**config.mk**
```make
export PLATFORM = sky130hd
export DESIGN_NAME = mem
export DESIGN_NICKNAME = d
export VERILOG_FILES = /design/src/rtl/mem.sv
export SDC_FILE = /design/constraint.sdc
export NUM_CORES = 1
export LEC_CHECK = 0
export ABC_AREA = 1
export CELL_PAD_IN_SITES_DETAIL_PLACEMENT = 0
export CELL_PAD_IN_SITES_GLOBAL_PLACEMENT = 2
export CORE_ASPECT_RATIO = 2
export CORE_MARGIN = 4
export CORE_UTILIZATION = 23
export CTS_CLUSTER_SIZE = 28
export DETAILED_ROUTE_END_ITERATION = 16
export GPL_TIMING_DRIVEN = 1
export PLACE_DENSITY_LB_ADDON = 0.1
export SYNTH_ARGS = -nofsm -noshare
export SYNTH_HDL_FRONTEND = slang
export SYNTH_SLANG_ARGS = --single-unit
```
**constraint.sdc**
```tcl
create_clock -name clk -period 8.12 [get_ports clk]
set_input_delay 1.624 -clock clk [delete_from_list [all_inputs] [get_ports clk]]
set_output_delay 1.624 -clock clk [all_outputs]
set_load 0.01 [all_outputs]
```
**src/rtl/mem.sv**
```systemverilog
// mem: memory-access pipeline stage; registers the execute bundle and runs loads/stores
// over a single-outstanding req/ack data port, stalling upstream while waiting.
module mem #(
    parameter int WORD_W = 32,
    parameter int ADDR_W = 32,
    parameter int INSTR_W = 32,
    parameter int REG_IDX_W = 5,
    parameter int DEST_SRC_W = 2,
    parameter int TIMEOUT_CYC = 255,
    parameter logic [DEST_SRC_W-1:0] DEST_SRC_NONE = DEST_SRC_W'(0),
    parameter logic [DEST_SRC_W-1:0] DEST_SRC_ALU = DEST_SRC_W'(1)
) (
    input  logic                  clk,
    input  logic                  clr,
    input  logic [ADDR_W-1:0]     i_pc,
    input  logic [INSTR_W-1:0]    i_instr,
    input  logic [DEST_SRC_W-1:0] i_dest_src,
    input  logic [REG_IDX_W-1:0]  i_dest_reg,
    input  logic [WORD_W-1:0]     i_alu_eval,
    input  logic [1:0]            i_mem_op,
    input  logic [1:0]            i_mem_size,
    input  logic                  i_mem_unsigned,
    input  logic [WORD_W-1:0]     i_store_data,
    output logic                  o_stall,
    output logic [ADDR_W-1:0]     o_pc,
    output logic [INSTR_W-1:0]    o_instr,
    output logic [DEST_SRC_W-1:0] o_dest_src,
    output logic [REG_IDX_W-1:0]  o_dest_reg,
    output logic [WORD_W-1:0]     o_alu_eval,
    output logic                  o_dmem_req,
    output logic                  o_dmem_we,
    output logic [ADDR_W-1:0]     o_dmem_addr,
    output logic [WORD_W-1:0]     o_dmem_wdata,
    output logic [3:0]            o_dmem_be,
    input  logic                  i_dmem_ack,
    input  logic [WORD_W-1:0]     i_dmem_rdata,
    output logic                  o_misalign,
    output logic                  o_bus_err
);
    typedef enum logic {S_PASS, S_ACCESS} state_t;

    state_t                  state, state_nx;
    logic [7:0]              cnt;
    logic [ADDR_W-1:0]       r_pc;
    logic [INSTR_W-1:0]      r_instr;
    logic [DEST_SRC_W-1:0]   r_dest_src;
    logic [REG_IDX_W-1:0]    r_dest_reg;
    logic [WORD_W-1:0]       r_alu_eval;
    logic [1:0]              r_mem_op;
    logic [1:0]              r_mem_size;
    logic                    r_mem_unsigned;
    logic [WORD_W-1:0]       r_store_data;
    logic                    acc, ld, st, mis, timeout, done, sx, in_mem;
    logic [1:0]              a;
    logic [7:0]              lb;
    logic [15:0]             lh;
    logic [WORD_W-1:0]       ld_val;

    function automatic logic misaligned(input logic [1:0] size, input logic [1:0] addr);
        return (size == 2'b01 && addr[0]) || (size[1] && addr != 2'b00);
    endfunction

    always_ff @(posedge clk or posedge clr) begin
        if (clr) state <= S_PASS;
        else     state <= state_nx;
    end

    always_ff @(posedge clk or posedge clr) begin
        if (clr) begin
            r_pc           <= '0;
            r_instr        <= '0;
            r_dest_src     <= DEST_SRC_NONE;
            r_dest_reg     <= '0;
            r_alu_eval     <= '0;
            r_mem_op       <= '0;
            r_mem_size     <= '0;
            r_mem_unsigned <= 1'b0;
            r_store_data   <= '0;
            cnt            <= '0;
        end else if (!o_stall) begin
            r_pc           <= i_pc;
            r_instr        <= i_instr;
            r_dest_src     <= i_dest_src;
            r_dest_reg     <= i_dest_reg;
            r_alu_eval     <= i_alu_eval;
            r_mem_op       <= i_mem_op;
            r_mem_size     <= i_mem_size;
            r_mem_unsigned <= i_mem_unsigned;
            r_store_data   <= i_store_data;
            cnt            <= '0;
        end else begin
            cnt            <= cnt + 8'd1;
        end
    end

    always_comb begin
        a       = r_alu_eval[1:0];
        ld      = r_mem_op == 2'b01;
        st      = r_mem_op == 2'b10;
        mis     = misaligned(r_mem_size, a);
        acc     = state == S_ACCESS;
        done    = acc && i_dmem_ack;
        timeout = acc && !i_dmem_ack && cnt == 8'(TIMEOUT_CYC);
        o_stall = acc && !i_dmem_ack && !timeout;
        o_misalign = !acc && (ld || st) && mis;
        o_bus_err  = timeout;
        o_pc       = r_pc;
        o_instr    = r_instr;
        o_dest_reg = r_dest_reg;
        // load lane selection and extension
        sx      = !r_mem_unsigned;
        lb      = i_dmem_rdata[{a, 3'b000} +: 8];
        lh      = a[1] ? i_dmem_rdata[31:16] : i_dmem_rdata[15:0];
        ld_val  = r_mem_size == 2'b00 ? {{(WORD_W-8){sx & lb[7]}}, lb} :
                  r_mem_size == 2'b01 ? {{(WORD_W-16){sx & lh[15]}}, lh} : i_dmem_rdata;
        o_dest_src = acc ? ((done && ld) ? DEST_SRC_ALU : DEST_SRC_NONE) :
                     ((ld || st) ? DEST_SRC_NONE : r_dest_src);
        o_alu_eval = (done && ld) ? ld_val : r_alu_eval;
        // request lanes derive only from registered state
        o_dmem_req   = acc;
        o_dmem_we    = acc && st;
        o_dmem_addr  = acc ? ADDR_W'({r_alu_eval[WORD_W-1:2], 2'b00}) : '0;
        o_dmem_be    = !acc ? 4'b0000 : r_mem_size == 2'b00 ? 4'b0001 << a :
                       r_mem_size == 2'b01 ? (a[1] ? 4'b1100 : 4'b0011) : 4'b1111;
        o_dmem_wdata = !acc ? '0 : r_mem_size == 2'b00 ? {4{r_store_data[7:0]}} :
                       r_mem_size == 2'b01 ? {2{r_store_data[15:0]}} : r_store_data;
        in_mem   = (i_mem_op == 2'b01 || i_mem_op == 2'b10) && !misaligned(i_mem_size, i_alu_eval[1:0]);
        state_nx = o_stall ? state : (in_mem ? S_ACCESS : S_PASS);
    end
endmodule
```
# Yosys cells after proc, flatten, opt, wreduce, memory -nomap -nowiden
# Cells that the tools add are included.
# W data, S select, Z words.
[totals] ff_bits=149 in_bits=175 output_inout_bits=176
[op_classes] n_addsub=1 n_eq_ne=7 shifts=2 n_mux=17 n_bitwise=2 reduce_logical=25
[op_table] op="$mux W32" count=7
[op_table] op="$shiftx A32 B6 Y8" count=1
[op_table] op="$mux W16" count=1
[op_table] op="$mux W4" count=4
[op_table] op="$logic_and A1 B1 Y1" count=13
[op_table] op="$add A8 B1 Y8 const B" count=1
[op_table] op="$eq A2 B1 Y1 const B" count=4
[op_table] op="$eq A8 B8 Y1 const B" count=1
[op_table] op="$mux W8" count=1
[op_table] op="$logic_not A1 Y1" count=5
[op_table] op="$eq A2 B2 Y1 const B" count=2
[op_table] op="$logic_or A1 B1 Y1" count=4
[op_table] op="$mux W2" count=2
[op_table] op="$reduce_bool A2 Y1" count=2
[op_table] op="$shl A1 B2 Y4 const A" count=1
[op_table] op="$and A1 B1 Y1" count=2
[op_table] op="$logic_not A2 Y1" count=1
[op_table] op="$mux W1" count=2

# Longest topological paths before layout
# Gate-level depths: netlist (run 1).
[logic_depth] depth_word=6 mapped_depth=10 ltp_nobuf=9

# Worst setup path after synthesis (run 1)
# Ideal clock, no wire load.
[synth_path] path_kind="in2out" startpoint="in i_dmem_rdata[31]" endpoint="out o_alu_eval[27]" t_arrival_ns=2.375 slack_ns=4.121 path_stages=9 n_path_buf=1 cell_sequence="nand2_1 nand2_1 nand3_1 buf_2 nand2_1 inv_1 nand2_1 nand2_1 nand2_1"
[synth_via] elab_chain_cells=5
[synth_rtl] element="start: declaration" line_no="36" rtl="input logic [WORD_W-1:0] i_dmem_rdata,"
[synth_rtl] element="branches (longest 3 deep; another with $shiftx A32 B6 Y8)"
[synth_rtl] element="$mux W32 *" line_no="114" rtl="ld_val = r_mem_size == 2'b00 ? {{(WORD_W-8){sx & lb[7]}}, lb} :"
[synth_rtl] element="$mux W32 *" line_no="118" rtl="o_alu_eval = (done && ld) ? ld_val : r_alu_eval;"
[synth_rtl] element="end: declaration" line_no="29" rtl="output logic [WORD_W-1:0] o_alu_eval,"
# Every way passes the cells marked *.

# Worst setup path after layout (run 1)
[layout_path] startpoint="in i_dmem_rdata[31]" endpoint="out o_alu_eval[15]"
[layout_via] elab_chain_cells=4
[layout_rtl] element="$shiftx A32 B6 Y8 / $mux W16 (equally long branches)" line_no="112, 113"
[layout_rtl] element="$and A1 B1 Y1 / $mux W32 (equally long branches)" line_no="114, 115"
[layout_rtl] element="$mux W32 *" line_no="114"
[layout_rtl] element="$mux W32 *" line_no="118"
# Every way passes the cells marked *; elsewhere a longest branch is shown, timed or not.

==> flow_metrics.py, run 1 <==
metrics = {
    "pwr": {
        "peakVddDrop_uv": 135,
        "power.density_mw_per_mm2": 197,
        "power.leakage_nw": 6.26,
    },
    "sta": {
        "finalSetupViolations": 0,
        "clock_skew_ps": 13.0,
        "slew_viol_final": 0,
        "holdWs_ps": 468,
        "fmax_ghz": 0.173,
        "finalCriticalPeriod_ps": 5790,
        "tightest_slew_ps": 1050,
        "max-slew-margin-rel": 0.299,
        "rsz0062_at_grt": "no",
        "final.setup.tns_ps": 0,
        "fin_crit_sh": 0.714,
        "finalHoldViolCount": 0,
    },
    "clock_tree": {
        "h-tree-depth": 4,
        "clk_pin_slew_ps": 60,
        "cts_resized": 0,
        "cts_tree": "done",
        "postCtsSetupBuffers": 0,
        "holdBufCountCts": 0,
        "clkLatencyLatePin_ps": 440,
        "clk_path_buf_depth": 2,
        "clock-sinks": 149,
        "ctsRootBufferMaster": "clkbuf_16",
        "cts_buffers": 17,
    },
    "layout": {
        "final_net_count": 1623,
        "ff_latch_area_mm2": 0.00373,
        "fillers": 3738,
        "fin_area_mm2": 0.0121,
        "syn_to_final_growth_pct": 54.1,
        "multiInputGateArea_mm2": 0.00331,
        "final_core_util": 0.360,
        "drive_gt1_frac": 0.0336,
        "stdcell_count": 1895,
    },
    "placed_design": {
        "dp_hpwl_mm": 27.4,
        "io_buffers": 348,
        "place.gp.congestion": 0.870,
        "placed_cell_area_mm2": 0.0116,
        "dp_cells": 1862,
    },
    "critical_path": {
        "critical-path-top-delay-family": "buffers and inverters",
        "worst-path-max-fanout": 24,
        "arrival_ps": 4170,
        "cp-end-kind": "primary output",
        "cp_num_buf_inv": 2,
        "critPathMaxStageDelay_ps": 740,
        "slowest_stage": "nand3_1",
        "crit_chain": "clkdlybuf4s50_1 -> nand2_1 -> nand2_1 -> nand2_1 -> nand2_1 -> nand3_1 -> a21boi_1 -> clkdlybuf4s50_1",
        "cp_data_required_time_ps": 6500,
        "r2r_slack_ps": 5030,
        "critPathLaunchType": "input port",
        "worst_path_most_repeated_cell": "nand2_1",
        "path_class": "input port to primary output",
    },
    "die": {
        "die_w_um": 139,
        "die_area_mm2": 0.0375,
        "die_h_um": 270,
        "pin_count": 351,
        "coreArea_mm2": 0.0338,
        "initial_core_util": 0.233,
        "rows": 95,
    },
    "logic_synthesis": {
        "synth-compound-area-share": 0.0541,
        "synth_area_leaders": "dfrtp_1 (47%), nand2_1 (30%), inv_1 (5.2%)",
        "synthAdderAreaFrac": 0.00476,
        "synth_top_family_by_area": "simple AND/OR/NAND/NOR gates",
        "syn_avg_cell_area_um2": 6.96,
        "ys_seq_elements": 149,
        "yosys.area.top_type": "dfrtp_1",
        "netlist_area_mm2": 0.00788,
        "synth.distinct_cells": 29,
        "netlist.area_leader.share": 0.473,
        "synthMuxAreaShare": 0,
        "yosys_warnings": 0,
        "synth-simple-area-share": 0.355,
        "synth_xor_area_frac": 0.00333,
        "syn_inst": 1132,
        "seq_area_frac_synth": 0.473,
    },
    "global_routing": {
        "grt-ovfl-total": 0,
        "grt_pass1_wl_mm": 54.9,
        "grtUsageTotal": 0.194,
        "grt_start_max_net_pins": 108,
        "grt_antenna_before_repair": 1,
        "grt_pass1_vias": 8614,
    },
    "route": {
        "via_per_inst": 4.27,
        "drtIter0Drc": 281,
        "routedWlPerCell_um": 19.2,
        "first_pass_iters": 4,
        "routed_wl_mm": 36.4,
        "vias": 8087,
        "drc": 0,
        "ant_nets": 0,
    },
    "worst_hold_path": {
        "hold_class": "flip-flop to flip-flop",
    },
    "outcome": {
        "status": "finished, final reports clean",
    },
    "job": {
        "cap_violations": 0,
    },
}
==> final timing paths <==
path                                   from              to  depth (start not counted)
max                        i_dmem_rdata[31]  o_alu_eval[15]                          8
min                              o_instr[9]      o_instr[9]                          2
max reg2reg                          cnt[0]  r_alu_eval[30]                          9
min reg2reg                      o_instr[9]      o_instr[9]                          2
max in group asynchronous               clr      o_dmem_req                          3
min in group asynchronous               clr        o_pc[16]                          2
==> metrics by stage <==
step	setup WS, ps	power, mW
2_1_floorplan	2490	1.20
3_3_place_gp	2280	1.61
3_5_place_dp	2300	1.62
4_1_cts	2290	2.45
5_1_grt	2060	2.54
6_report	2330	2.39
==> power breakdown <==
group | switching (mW) | internal, mW | leakage [nW]
registers | 0.0563 | 0.820 | 1.79
logic | 0.372 | 0.334 | 4.19
clock network | 0.370 | 0.438 | 0.282
total | 0.798 | 1.59 | 6.26
==> cell type report <==
type / count / area share
Sequential cell: 149 / 0.307
Timing Repair Buffer: 357 / 0.292
Multi-Input combinational cell: 809 / 0.272
Tap cell: 436 / 0.0449
Clock buffer: 18 / 0.0353
Inverter: 111 / 0.0349
Clock inverter: 14 / 0.0127
Antenna cell: 1 / 0.000206
==> cells in the final DEF, fill, tap and decap left out, types with 2 or more instances in the layout <==
cell / netlist / routed
clkbuf_16: 0 / 17
nand2_1: 633 / 633
nand3_1: 36 / 36
a21oi_1: 31 / 31
nor2_2: 2 / 2
nand4_1: 3 / 3
xor2_1: 3 / 3
inv_6: 0 / 6
inv_8: 0 / 5
dfrtp_1: 149 / 148
conb_1: 1 / 2
ha_1: 3 / 3
buf_4: 3 / 9
inv_1: 109 / 108
o211ai_1: 7 / 7
clkinvlp_4: 0 / 2
clkdlybuf4s50_1: 0 / 348
nor3_1: 6 / 6
nor2_1: 36 / 36
o21ai_0: 39 / 39
==> cell families (layout without fill, tap and decap cells) <==
| logic type | after synthesis | count (layout) |
|---|---|---|
| AOI/OAI and AO/OA | 80 | 80 |
| xor gates and xnor gates | 3 | 3 |
| adders and majority gates | 3 | 3 |
| buffers and inverters | 175 | 500 |
| DFF | 149 | 149 |
| other | 1 | 3 |
| and+or+nand+nor | 721 | 721 |
==> worst reg2reg max path: stages (launching register included) <==
cell	delay, ps
dfrtp_1	400
ha_1	240
nand3_1	120
nor2_2	70
nand4_2	150
nand2_8	410
inv_4	590
buf_4	760
nand2_1	210
nand2_1	90
==> cells in the mapped netlist <==
cell type	number
inv_1	109
o21ai_0	39
clkbuf_2	1
nor4_1	1
conb_1	1
dfrtp_1	149
a21boi_1	1
nor2_1	36
inv_2	2
buf_1	10
xor2_1	3
o31ai_1	1
ha_1	3
nor2_4	1
o221ai_1	1
clkbuf_1	10
nand4_2	1
nand2_1	633
a21oi_1	31
buf_6	22
o211ai_1	7
buf_4	3
nand2_4	1
buf_2	18
nand3_1	36
nand4_1	3
nor3_1	6
nor2_2	2
nand3b_1	1
==> routing by layer <==
| layer | up-vias | global-route usage | part of all wire |
|---|---|---|---|
| met1 | 3744 | 0.184 | 0.34 |
| li1 | 4028 | - | - |
| met2 | 272 | 0.385 | 0.57 |
| met4 | 0 | 0.0786 | 0.038 |
| met5 | - | 0 | 0 |
| met3 | 43 | 0.0516 | 0.056 |
No activity file was read; power rests on OpenSTA's default activity.
==> run 2: changes to the inputs <==
--- a/config.mk
+++ b/config.mk
@@ -10,7 +10,7 @@
 export CELL_PAD_IN_SITES_GLOBAL_PLACEMENT = 2
 export CORE_ASPECT_RATIO = 2
 export CORE_MARGIN = 4
-export CORE_UTILIZATION = 23
+export CORE_UTILIZATION = 20
 export CTS_CLUSTER_SIZE = 28
 export DETAILED_ROUTE_END_ITERATION = 16
 export GPL_TIMING_DRIVEN = 1
==> constraint.sdc (replaced) <==
create_clock -name clk -period 4.72 [get_ports clk]
set_input_delay 0.944 -clock clk [delete_from_list [all_inputs] [get_ports clk]]
set_output_delay 0.944 -clock clk [all_outputs]
set_load 0.01 [all_outputs]
==> flow_metrics.py, run 2 (synthesis gave the netlist of run 1 again) <==
metrics = {
    "sta": {
        "clock_skew_ps": 11.7,
        "slew_viol_final": 0,
        "finalCriticalPeriod_ps": 3930,
        "finalSetupViolations": 0,
        "rsz0062_at_grt": "no",
        "holdWs_ps": 460,
        "fmax_ghz": 0.254,
        "fin_crit_sh": 0.833,
        "fin_ws_ps": 788,
        "final.setup.tns_ps": 0,
        "max-slew-margin-rel": 0.451,
        "finalHoldViolCount": 0,
        "tightest_slew_ps": 824,
    },
    "clock_tree": {
        "cts_buffers": 17,
        "clkLatencyLatePin_ps": 440,
        "postCtsSetupBuffers": 0,
        "clk_path_buf_depth": 2,
        "ctsRootBufferMaster": "clkbuf_16",
        "cts_resized": 0,
        "cts_tree": "done",
        "h-tree-depth": 4,
        "holdBufCountCts": 0,
        "clock-sinks": 149,
        "clk_pin_slew_ps": 60,
    },
    "pwr": {
        "power.leakage_nw": 6.30,
        "internal_power_mw": 2.79,
        "seqPwrFrac": 0.364,
        "p_sw_frac": 0.328,
        "switchingPower_mw": 1.36,
        "power.density_mw_per_mm2": 337,
        "p_comb_frac": 0.296,
        "clkPwrFrac": 0.340,
        "peakVddDrop_uv": 251,
    },
    "critical_path": {
        "critPathLaunchType": "input port",
        "arrival_ps": 2990,
        "cp-end-kind": "primary output",
        "worst-path-max-fanout": 20,
        "timing.rr.end": "o_instr[7]",
        "reg2reg_from": "o_dmem_req",
        "r2r_slack_ps": 1760,
        "reg2reg_depth": 8,
        "critPathLaunch": "i_dmem_ack",
        "path_class": "input port to primary output",
        "cp_data_required_time_ps": 3780,
    },
    "global_routing": {
        "grtUsageTotal": 0.175,
        "grt_start_max_net_pins": 138,
        "grt_pass1_vias": 8589,
        "grt_antenna_before_repair": 4,
        "grt_pass1_wl_mm": 55.3,
        "grt-ovfl-total": 0,
    },
    "layout": {
        "fin_area_mm2": 0.0123,
        "syn_to_final_growth_pct": 56.7,
        "final_net_count": 1630,
        "stdcell_count": 1987,
        "ff_latch_area_mm2": 0.00373,
        "multiInputGateArea_mm2": 0.00331,
        "final_common_cell": "nand2_1",
        "fillers": 4353,
        "drive_gt1_frac": 0.0383,
        "most-common-layout-cells": "nand2_1 (633), clkdlybuf4s50_1 (348), dfrtp_1 (148), inv_1 (108), o21ai_0 (39)",
    },
    "route": {
        "drc": 0,
        "via_per_inst": 4.08,
        "met3_length_mm": 2.30,
        "drtIter0Drc": 266,
        "top_layer": "met5",
        "routedWlPerCell_um": 18.9,
        "routed_wl_mm": 37.6,
        "vias": 8099,
        "first_pass_iters": 4,
        "wl_met2_mm": 21.2,
        "wl_met1_mm": 13.0,
        "ant_nets": 0,
    },
    "die": {
        "rows": 102,
        "die_h_um": 289,
        "die_area_mm2": 0.0428,
        "die_w_um": 148,
        "pin_count": 351,
        "coreArea_mm2": 0.0388,
        "initial_core_util": 0.203,
    },
    "worst_hold_path": {
        "hold_path_depth": 1,
        "hold_class": "flip-flop to flip-flop",
        "hold_end": "cnt[0]",
        "worstHoldStart": "cnt[0]",
    },
    "outcome": {
        "status": "finished, final reports clean",
    },
    "placed_design": {
        "place.gp.congestion": 0.826,
        "pre_cts_ws_ps": 763,
        "placed_cell_area_mm2": 0.0118,
        "dp_hpwl_mm": 28.2,
        "io_buffers": 348,
        "dp_cells": 1953,
    },
    "job": {
        "cap_violations": 0,
    },
}
[run 2: changes by cell type in the layout (fill, tap and decap cells not counted), moves of 2 or more]
cell	change
buf_12	+3
diode_2	+2
clkinvlp_4	+2
inv_8	-5
inv_6	-2
buf_4	+4
clkinv_4	+2
[run 2: stage by stage]
step	util	total power, mW
5_1_grt	0.318	4.41
4_1_cts	0.318	4.26
3_3_place_gp	0.303	2.80
2_1_floorplan	-	2.07
6_report	0.318	4.16
3_5_place_dp	0.303	2.80
[run 2: final cells by class]
class                   instances  share of cell area
well taps                     520              0.0527
multi-input cells             809               0.268
repair buffers                364               0.295
clock buffers                  18              0.0356
flip-flops and latches        149               0.302
clock inverters                13              0.0121
inverters                     111              0.0342
diodes                          3            0.000608
[run 2: power groups by stage]
stage | clock network, mW | logic, mW | registers (mW)
2_1_floorplan | 0 | 0.532 | 1.53
4_1_cts | 1.48 | 1.27 | 1.51
3_5_place_dp | 0 | 1.26 | 1.53
3_3_place_gp | 0 | 1.27 | 1.53
6_report | 1.41 | 1.23 | 1.51
5_1_grt | 1.52 | 1.35 | 1.53
[run 2: layer usage]
layer,up-vias,track usage
li1,4039,-
met1,3728,0.173
met2,290,0.340
met3,40,0.0436
met4,2,0.0721
met5,-,0
[run 2: how the worst max path moves through the flow]
stage / endpoint / cells after the start
after CTS: o_dmem_wdata[25] / 7
final: o_alu_eval[29] / 7
after detailed placement: o_alu_eval[25] / 7
after global routing: o_dmem_wdata[25] / 7
after floorplan: cnt[0] / 1
after global placement: o_alu_eval[25] / 7
[run 2: critical path, cell delays in order]
cell and delay (ps):
clkdlybuf4s50_1 540, nand3_1 120, inv_1 450, buf_12 230, nand2_1 70, nand2_1 60
clkdlybuf4s50_1 550
==> run 3: changes to the inputs <==
==> constraint.sdc (replaced) <==
create_clock -name clk -period 3.2 [get_ports clk]
set_input_delay 0.64 -clock clk [delete_from_list [all_inputs] [get_ports clk]]
set_output_delay 0.64 -clock clk [all_outputs]
set_load 0.01 [all_outputs]
==> flow_metrics.py, run 3 (synthesis gave the netlist of run 1 again) <==
metrics = {
    "global_routing": {
        "grt_start_max_net_pins": 171,
        "grt_pass1_wl_mm": 55.9,
        "grtUsageTotal": 0.176,
        "grt_pass1_vias": 8654,
        "grt-ovfl-total": 0,
        "grt_antenna_before_repair": 3,
    },
    "worst_hold_path": {
        "hold_class": "flip-flop to flip-flop",
    },
    "clock_tree": {
        "h-tree-depth": 4,
        "clock-sinks": 149,
        "clk_pin_slew_ps": 60,
        "ctsRootBufferMaster": "clkbuf_16",
        "cts_tree": "done",
        "clkLatencyLatePin_ps": 440,
        "clk_path_buf_depth": 2,
        "holdBufCountCts": 0,
        "cts_buffers": 17,
    },
    "die": {
        "coreArea_mm2": 0.0388,
        "initial_core_util": 0.203,
        "pin_count": 351,
        "die_area_mm2": 0.0428,
        "rows": 102,
        "die_w_um": 148,
        "die_h_um": 289,
    },
    "route": {
        "routed_wl_mm": 38.3,
        "routedWlPerCell_um": 19.1,
        "drc": 0,
        "vias": 8170,
        "via_per_inst": 4.07,
        "first_pass_iters": 4,
        "ant_nets": 0,
        "drtIter0Drc": 253,
    },
    "critical_path": {
        "slowest_stage": "clkdlybuf4s50_1",
        "worst-path-max-fanout": 16,
        "arrival_ps": 2410,
        "critPathLaunchType": "input port",
        "path_class": "input port to primary output",
        "crit_chain": "clkdlybuf4s50_1 -> nand2_1 -> nand2_1 -> nand3_1 -> buf_12 -> nand2_1 -> inv_1 -> nand2_1 -> nand2_1 -> nand2_1 -> clkdlybuf4s50_1",
        "cp-end-kind": "primary output",
        "critPathMaxStageDelay_ps": 530,
        "worst_path_most_repeated_cell": "nand2_1",
        "cp_data_required_time_ps": 2560,
    },
    "layout": {
        "drive_gt1_frac": 0.0579,
        "final_net_count": 1651,
        "fillers": 4345,
        "most-common-layout-cells": "nand2_1 (632), clkdlybuf4s50_1 (328), dfrtp_1 (147), inv_1 (106), o21ai_0 (37)",
        "final_common_cell": "nand2_1",
        "fin_area_mm2": 0.0127,
        "syn_to_final_growth_pct": 61.4,
    },
    "job": {
        "cap_violations": 0,
    },
    "placed_design": {
        "io_buffers": 348,
        "placed_cell_area_mm2": 0.0119,
        "dp_hpwl_mm": 28.3,
        "pre_cts_ws_ps": -57.8,
        "place.gp.congestion": 0.822,
    },
    "sta": {
        "finalSetupViolations": 0,
        "fin_ws_ps": 150,
        "finalCriticalPeriod_ps": 3050,
        "fin_crit_sh": 0.953,
        "tightest_slew_ps": 836,
        "slew_viol_final": 0,
        "fmax_ghz": 0.328,
        "max-slew-margin-rel": 0.443,
        "rsz0062_at_grt": "yes",
        "finalHoldViolCount": 0,
        "clock_skew_ps": 17.2,
        "final.setup.tns_ps": 0,
    },
    "pwr": {
        "power.density_mw_per_mm2": 494,
        "peakVddDrop_uv": 373,
        "power.leakage_nw": 6.65,
    },
    "outcome": {
        "status": "finished, final reports clean",
    },
}
-- run 3: changes by cell type in the layout (fill, tap and decap cells not counted), moves of 3 or more --
| cell | before | now |
|---|---|---|
| buf_4 | 13 | 23 |
| dlygate4sd2_1 | 0 | 3 |
| clkdlybuf4s50_1 | 348 | 328 |
| buf_12 | 3 | 9 |
| buf_6 | 0 | 3 |
| inv_8 | 0 | 3 |
| dlymetal6s2s_1 | 0 | 17 |
-- run 3: what timing repair did --
action	4_1_cts	5_1_grt
endpoints found under the setup margin	49	33
gates resized for setup	13	22
buffers inserted	2	1
endpoints found under the hold margin	0	0
gates cloned	1	1
pin swaps	0	1
-- run 3: final cells by class --
class,instances,area [um^2],share of cell area
repair buffers,384,3930,0.309
well taps,520,651,0.0512
diodes,2,5.00,0.000394
clock inverters,14,188,0.0148
repair inverters,1,7.51,0.000590
multi-input cells,809,3330,0.262
flip-flops and latches,149,3730,0.293
clock buffers,18,439,0.0345
inverters,111,430,0.0338
-- run 3: final timing paths --
check / from / endpoint / slack, ps / depth (start not counted)
setup / recovery: i_dmem_rdata[15] / o_alu_eval[18] / 150 / 11
hold / removal: o_instr[7] / o_instr[7] / 470 / 2
setup reg to reg: cnt[0] / r_alu_eval[0] / 1010 / 8
hold reg to reg: o_instr[7] / o_instr[7] / 470 / 2
max in group asynchronous: clr / cnt[4] / 1990 / 3
min in group asynchronous: clr / o_pc[28] / 590 / 2
-- run 3: critical path, delay by kind of cell --
kind / cells / cell delay [ps]
buffers and inverters: 4 / 1260
and+or+nand+nor: 7 / 510
-- run 3: where the power goes --
| part | switching, mW | internal, mW |
|---|---|---|
| clock | 0.967 | 1.22 |
| sequential | 0.140 | 2.08 |
| combinational | 0.980 | 0.902 |
-- run 3: metal layers --
layer / vias up / GRT usage / wire length [um]
met2: 256 / 0.347 / 21800
met1: 3793 / 0.178 / 13500
li1: 4090 / - / -
met3: 29 / 0.0462 / 2170
met4: 2 / 0.0509 / 824
met5: - / 0 / 7
-- run 3: through the flow --
| stage | util | std cells | hold WS [ps] | total power, mW |
|---|---|---|---|---|
| finish | 0.328 | 2008 | 469 | 6.29 |
| global route | 0.328 | 2007 | 489 | 6.67 |
| CTS | 0.325 | 2004 | 475 | 6.44 |
| detailed placement | 0.308 | 1969 | 457 | 4.17 |
| global placement | 0.308 | 1969 | 450 | 4.18 |
| floorplan | - | 1133 | 433 | 3.05 |
